### src/rtl/sram_bist_pkg.sv
// Shared types, mode encodings and pattern generator for the SRAM BIST controller.
package sram_bist_pkg;

   typedef enum logic [2:0] {
      ST_IDLE,
      ST_WRITE,
      ST_READ,
      ST_DRAIN,
      ST_DONE
   } state_t;

   localparam logic [1:0] MODE_SQUARE  = 2'd0;
   localparam logic [1:0] MODE_INDEX   = 2'd1;
   localparam logic [1:0] MODE_CHECKER = 2'd2;
   localparam logic [1:0] MODE_INVERT  = 2'd3;

   localparam logic [63:0] CHK_EVEN = {8{8'h55}};
   localparam logic [63:0] CHK_ODD  = {8{8'hAA}};

   // Index-derived values are confined to aw bits (2*aw for the square); callers cut to DW.
   function automatic logic [63:0] pat(input logic [31:0] i, input logic [1:0] mode, input int aw);
      logic [63:0] iw;
      logic [63:0] amask;
      logic [63:0] sq;
      amask = (64'd1 << aw) - 64'd1;
      iw    = {32'd0, i} & amask;
      sq    = iw * iw;
      if (2 * aw < 64) begin
         sq = sq & ((64'd1 << (2 * aw)) - 64'd1);
      end
      case (mode)
         MODE_INDEX:   pat = iw;
         MODE_CHECKER: pat = i[0] ? CHK_ODD : CHK_EVEN;
         MODE_INVERT:  pat = ~iw & amask;
         default:      pat = sq;
      endcase
   endfunction

endpackage

### src/rtl/sram_bist_cmp.sv
// Expected-data pipeline, read-data comparator and mismatch counter.
// SRAM_BIST_FAILLOG_EN adds a capture of the first mismatch (address, expected, received).
module sram_bist_cmp
   import sram_bist_pkg::*;
#(
   parameter int AW     = 6,
   parameter int DW     = 8,
   parameter int RD_LAT = 1
) (
   input  logic          clk,
   input  logic          rst,
   input  logic          clear,
   input  logic          push_valid,
   input  logic [DW-1:0] push_data,
   input  logic [DW-1:0] mem_q,
   output logic [AW:0]   err_cnt
`ifdef SRAM_BIST_FAILLOG_EN
   ,
   input  logic [AW-1:0] push_addr,
   output logic [AW-1:0] fail_addr,
   output logic [DW-1:0] fail_exp,
   output logic [DW-1:0] fail_got
`endif
);

`ifdef SRAM_BIST_FAILLOG_EN
   localparam int W = 1 + AW + DW;
`else
   localparam int W = 1 + DW;
`endif
   localparam int PW = RD_LAT * W;
   localparam logic [AW:0] ERR_ONE = 1;

   logic [PW-1:0] pipe;
   logic [W-1:0]  entry;
   logic [W-1:0]  out_entry;
   logic          out_vld;
   logic [DW-1:0] out_exp;
   logic          mismatch;

`ifdef SRAM_BIST_FAILLOG_EN
   assign entry = {push_valid, push_addr, push_data};
`else
   assign entry = {push_valid, push_data};
`endif

   // Oldest entry sits at the top of the shift vector and lines up with mem_q.
   assign out_entry = pipe[PW-1 -: W];
   assign out_vld   = out_entry[W-1];
   assign out_exp   = out_entry[DW-1:0];
   assign mismatch  = out_vld && (out_exp != mem_q);

   always_ff @(posedge clk or posedge rst) begin
      if (rst) begin
         pipe    <= '0;
         err_cnt <= '0;
      end else begin
         pipe <= (pipe << W) | PW'(entry);
         if (clear) begin
            err_cnt <= '0;
         end else if (mismatch) begin
            err_cnt <= err_cnt + ERR_ONE;
         end
      end
   end

`ifdef SRAM_BIST_FAILLOG_EN
   always_ff @(posedge clk or posedge rst) begin
      if (rst) begin
         fail_addr <= '0;
         fail_exp  <= '0;
         fail_got  <= '0;
      end else if (clear) begin
         fail_addr <= '0;
         fail_exp  <= '0;
         fail_got  <= '0;
      end else if (mismatch && (err_cnt == '0)) begin
         fail_addr <= out_entry[W-2 -: AW];
         fail_exp  <= out_exp;
         fail_got  <= mem_q;
      end
   end
`endif

endmodule

### src/rtl/sram_bist_ctrl.sv
// Single-port SRAM BIST controller with idle host bypass.
// SRAM_BIST_FAILLOG_EN exposes fail_addr/fail_exp/fail_got for the first mismatch.
module sram_bist_ctrl
   import sram_bist_pkg::*;
#(
   parameter int AW     = 6,
   parameter int DW     = 8,
   parameter int RD_LAT = 1
) (
   input  logic          clk,
   input  logic          rst,
   input  logic          start,
   input  logic [1:0]    mode,
   output logic          busy,
   output logic          done,
   output logic          pass,
   output logic [AW:0]   err_cnt,
   input  logic [AW-1:0] host_a,
   input  logic [DW-1:0] host_d,
   input  logic          host_cen,
   input  logic          host_wen,
   output logic [DW-1:0] host_q,
   output logic [AW-1:0] mem_a,
   output logic [DW-1:0] mem_d,
   output logic          mem_cen,
   output logic          mem_wen,
   input  logic [DW-1:0] mem_q
`ifdef SRAM_BIST_FAILLOG_EN
   ,
   output logic [AW-1:0] fail_addr,
   output logic [DW-1:0] fail_exp,
   output logic [DW-1:0] fail_got
`endif
);

   localparam logic [AW-1:0] CNT_LAST   = '1;
   localparam logic [AW-1:0] CNT_ONE    = 1;
   localparam logic [1:0]    DRAIN_LAST = 2'(RD_LAT - 1);

   state_t        state;
   state_t        state_next;
   logic [AW-1:0] cnt;
   logic [1:0]    drain_cnt;
   logic [1:0]    mode_r;
   logic          pass_r;
   logic [DW-1:0] pat_data;
   logic          clear;

   assign pat_data = DW'(pat(32'(cnt), mode_r, AW));
   assign clear    = (state == ST_IDLE) && start;
   assign busy     = (state != ST_IDLE);
   assign done     = (state == ST_DONE);
   assign pass     = done ? (err_cnt == '0) : pass_r;
   assign host_q   = mem_q;

   always_ff @(posedge clk or posedge rst) begin
      if (rst) begin
         state <= ST_IDLE;
      end else begin
         state <= state_next;
      end
   end

   always_comb begin
      state_next = state;
      mem_a      = host_a;
      mem_d      = host_d;
      mem_cen    = host_cen;
      mem_wen    = host_wen;
      unique case (state)
         ST_IDLE: begin
            if (start) state_next = ST_WRITE;
         end
         ST_WRITE: begin
            mem_a   = cnt;
            mem_d   = pat_data;
            mem_cen = 1'b0;
            mem_wen = 1'b0;
            if (cnt == CNT_LAST) state_next = ST_READ;
         end
         ST_READ: begin
            mem_a   = cnt;
            mem_d   = '0;
            mem_cen = 1'b0;
            mem_wen = 1'b1;
            if (cnt == CNT_LAST) state_next = ST_DRAIN;
         end
         ST_DRAIN: begin
            mem_a   = '0;
            mem_d   = '0;
            mem_cen = 1'b1;
            mem_wen = 1'b1;
            if (drain_cnt == DRAIN_LAST) state_next = ST_DONE;
         end
         default: begin
            mem_a      = '0;
            mem_d      = '0;
            mem_cen    = 1'b1;
            mem_wen    = 1'b1;
            state_next = ST_IDLE;
         end
      endcase
   end

   // The address counter wraps naturally from N-1 to 0 between the write and read sweeps.
   always_ff @(posedge clk or posedge rst) begin
      if (rst) begin
         cnt       <= '0;
         drain_cnt <= '0;
         mode_r    <= MODE_SQUARE;
         pass_r    <= 1'b0;
      end else begin
         unique case (state)
            ST_IDLE: begin
               if (start) begin
                  mode_r <= mode;
                  cnt    <= '0;
                  pass_r <= 1'b0;
               end
            end
            ST_WRITE: cnt <= cnt + CNT_ONE;
            ST_READ: begin
               cnt       <= cnt + CNT_ONE;
               drain_cnt <= '0;
            end
            ST_DRAIN: drain_cnt <= drain_cnt + 2'd1;
            default:  pass_r <= (err_cnt == '0);
         endcase
      end
   end

   sram_bist_cmp #(
      .AW     (AW),
      .DW     (DW),
      .RD_LAT (RD_LAT)
   ) u_cmp (
      .clk        (clk),
      .rst        (rst),
      .clear      (clear),
      .push_valid (state == ST_READ),
      .push_data  (pat_data),
      .mem_q      (mem_q),
      .err_cnt    (err_cnt)
`ifdef SRAM_BIST_FAILLOG_EN
      ,
      .push_addr  (cnt),
      .fail_addr  (fail_addr),
      .fail_exp   (fail_exp),
      .fail_got   (fail_got)
`endif
   );

endmodule

### config.mk
export PLATFORM = sky130hd
export DESIGN_NAME = sram_bist_ctrl
export DESIGN_NICKNAME = d
export VERILOG_FILES = /design/src/rtl/sram_bist_pkg.sv /design/src/rtl/sram_bist_cmp.sv /design/src/rtl/sram_bist_ctrl.sv
export SDC_FILE = /design/constraint.sdc
export NUM_CORES = 1
export LEC_CHECK = 0
export CORE_ASPECT_RATIO = 1.25
export CORE_MARGIN = 1.5
export CORE_UTILIZATION = 49
export DETAILED_ROUTE_END_ITERATION = 6
export HOLD_SLACK_MARGIN = 0.02
export PLACE_DENSITY = 0.92
export RECOVER_POWER = 25
export SLEW_MARGIN = 20
export SYNTH_ARGS = -nofsm -noshare
export SYNTH_HDL_FRONTEND = slang
export SYNTH_SLANG_ARGS = --single-unit
### constraint.sdc
create_clock -name clk -period 6.8 [get_ports clk]
set_input_delay 1.7 -clock clk [delete_from_list [all_inputs] [get_ports clk]]
set_output_delay 1.7 -clock clk [all_outputs]
set_load 0.01 [all_outputs]
==> out/metrics.yaml <==
logic_synthesis:
  synth_common_cells: "nand2_1, nor2_1, dfrtp_1, inv_1, xnor2_1"
  ys_seq_area_share_pct: 31.4
  synthArstFlopShare_pct: 100
  synth_nets: 326
  syn-instance-count: 276
  synth_edf_count: 0
  synth_largest_area_cell: "dfrtp_1"
  synth_area_sq_um: 2390
  synth_most_common_cell: "nand2_1"
  ys.warnings.count: 0
  synth_area_per_cell_sq_um: 8.66
  synth_top_area_share_pct: 31.4
  synth_cell_types: 43
  synthFlopType: "dfrtp_1"
  synth_seq_cells: 30
  synthTopCellsByArea: "dfrtp_1, ha_1, fa_1"
placement:
  dp_hpwl_microns: 4300
  place_congestion: 0.871
  io_buffers: 62
  placed_cells: 377
  postPlaceCellArea_sq_um: 2970
clock_network:
  clock_latency_ps: 290
  root_buffer: "clkbuf_8"
  post-cts-setup-buffers: 0
  clock-sinks: 30
  cts_made_buffers: 5
  cts_tree: "built"
  clkTransAtPathRegs_ps: 70
  htreeDepth: 2
  post_cts_resize_count: 0
  hold_buffers: 0
  max-clock-path-buffers: 2
timing:
  setup_tns_ps: 0
  skew_ps: 6.05
  finalSetupViolCount: 0
  hold_viol: 0
  clock.fmax_ghz: 0.156
  post-route-min-period_ps: 6410
  tightest_slew_ps: 1130
  relSlewSlack_pct: 24.6
  whs_ps: 514
  rsz0062_at_grt: "false"
  fin_crit_sh_pct: 94.3
  final_max_slew_viol_count: 0
worst_setup_path:
  path_cells: "nand2_1, fa_1, fa_1, fa_1, inv_1, ha_1, and3b_1, or4b_1, a31oi_1, mux2i_1, nor2_1, clkdlybuf4s50_1"
  worstSetupStartpointType: "flop"
  cpPeakStageDelay_ps: 570
  crit_type: "flop to output port"
  critical_path_buf_inv_count: 2
  critPathCaptureType: "output port"
  ff2ff_path_depth: 15
  r2r-end: "u_cmp.out_entry[7]"
  crit_fanout: 12
  reg2reg_from: "cnt[0]"
  crit_arrival_ps: 4710
  r2r_setup_slack_ps: 2800
  cp_common_cell: "fa_1"
  critPathTopFamily: "adder cells"
  slowest_stage: "dfrtp_1"
  critical_path_required_ps: 5100
drt:
  first_pass_iters: 4
  drt_iter0_markers: 98
  antenna_left: 0
  wire_per_inst_microns: 15.1
  met3_length_microns: 442
  routed_wl_microns: 5810
  drc_errors: 0
  dr_wl_met2_microns: 3000
  viasPerCell: 5.53
  wl_met1_microns: 2190
  highest_layer: "met4"
  vias: 2128
worst_hold_path:
  holdCritStartpoint: "drain_cnt[1]"
  min_to: "drain_cnt[1]"
  hold_depth: 2
  holdCritPathClass: "flop to flop"
pwr:
  power_density_nw_per_um2: 626
  irDropWorstVdd_mv: 0.370
  p_leak_uw: 0.00142
finish:
  n_antenna_cell: 0
  syn2layout_area_growth_pct: 28.0
  final_cells: 385
  final_net_count: 374
  drive_above_1_share_pct: 4.31
  design_area_sq_um: 3060
grt:
  grt_pass1_wl_microns: 9600
  overflow: 0
  antenna_found_initial: 0
  grt_start_max_net_pins: 31
  track_usage_pct: 24.0
  grt_pass1_vias: 2170
floorplanning:
  core_area_sq_um: 4730
  initial_core_util_pct: 50.6
  rows: 28
  io_pins: 63
  die_y_microns: 81.1
  die_w_microns: 65.5
  fp.dieArea_sq_um: 5310
job:
  drv_cap: 0
outcome:
  status: "finished clean"
[cell families after synthesis]
| family | share of synthesized area, % |
|---|---|
| xor gates and xnor gates | 10.1 |
| muxes | 6.44 |
| buffers and inverters | 8.95 |
| adders and majority gates | 13.2 |
| AOI/OAI and AO/OA | 11.7 |
| and+or+nand+nor | 18.2 |
| DFF | 31.4 |
[cell type report]
type | count | area (sq um)
fillers | 374 | 1670
repair buffers | 63 | 624
clock buffers | 6 | 82.6
multi-input cells | 200 | 1430
flip-flops and latches | 30 | 751
inverters | 24 | 90.1
clock inverters | 2 | 12.5
well taps | 60 | 75.1
[where the power goes]
group	switching, uW	internal (uW)
clock network	72.5	81.2
logic	687	733
registers	99.3	243
total	859	1060
[worst register-to-register path, cell delays in order (launching register included)]
cell and delay (ps):
dfrtp_1 360, clkbuf_1 540, and2_1 250, inv_1 60, fa_1 470, inv_1 40, ha_1 260, inv_1 50
fa_1 510, inv_1 40, ha_1 210, a21o_2 210, a21oi_1 140, xnor3_1 440, mux2i_1 180, nor2_1 90
[per-stage QoR]
stage / power (uW) / worst slack (ps) / utilization, %
floorplan: 1280 / 1300 / -
global placement: 1700 / 848 / 62.8
detailed placement: 1750 / 715 / 62.8
finish: 1920 / 386 / 64.7
CTS: 1920 / 392 / 64.8
global route: 2110 / 83.2 / 64.7
[layout by cell type, fill, tap and decap left out, types with 7 or more instances in the layout]
cell             count
dfrtp_1             30
inv_1               24
xor2_1               9
o21ai_0             13
mux2i_1             12
fa_1                 7
ha_1                14
a21oi_1              8
nand2_1             33
clkdlybuf4s50_1     61
xnor2_1             16
nor2_1              32
[sequential cells by signal, indices dropped and copies added, names as in the netlist]
register	flops
mode_r	2
u_cmp.out_entry	9
state	3
drain_cnt	2
pass_r	1
u_cmp.err_cnt	7
cnt	6
[how the worst max path moves through the flow]
| stage | cells past startpoint | startpoint | slack, ps | endpoint |
|---|---|---|---|---|
| after floorplan | 12 | cnt[0] | 1300 | mem_d[6] |
| after global placement | 12 | cnt[1] | 850 | mem_d[6] |
| after detailed placement | 12 | cnt[1] | 720 | mem_d[6] |
| after CTS | 12 | cnt[1] | 390 | mem_d[6] |
| after global routing | 16 | cnt[0] | 80 | mem_d[6] |
| final | 12 | cnt[1] | 390 | mem_d[6] |
[routing by layer]
metal,GRT usage (%),up-vias
li1,-,1006
met1,25.8,1012
met2,42.7,96
met3,6.93,14
met4,12.1,0
met5,0,-
No activity file was read; power rests on OpenSTA's default activity.
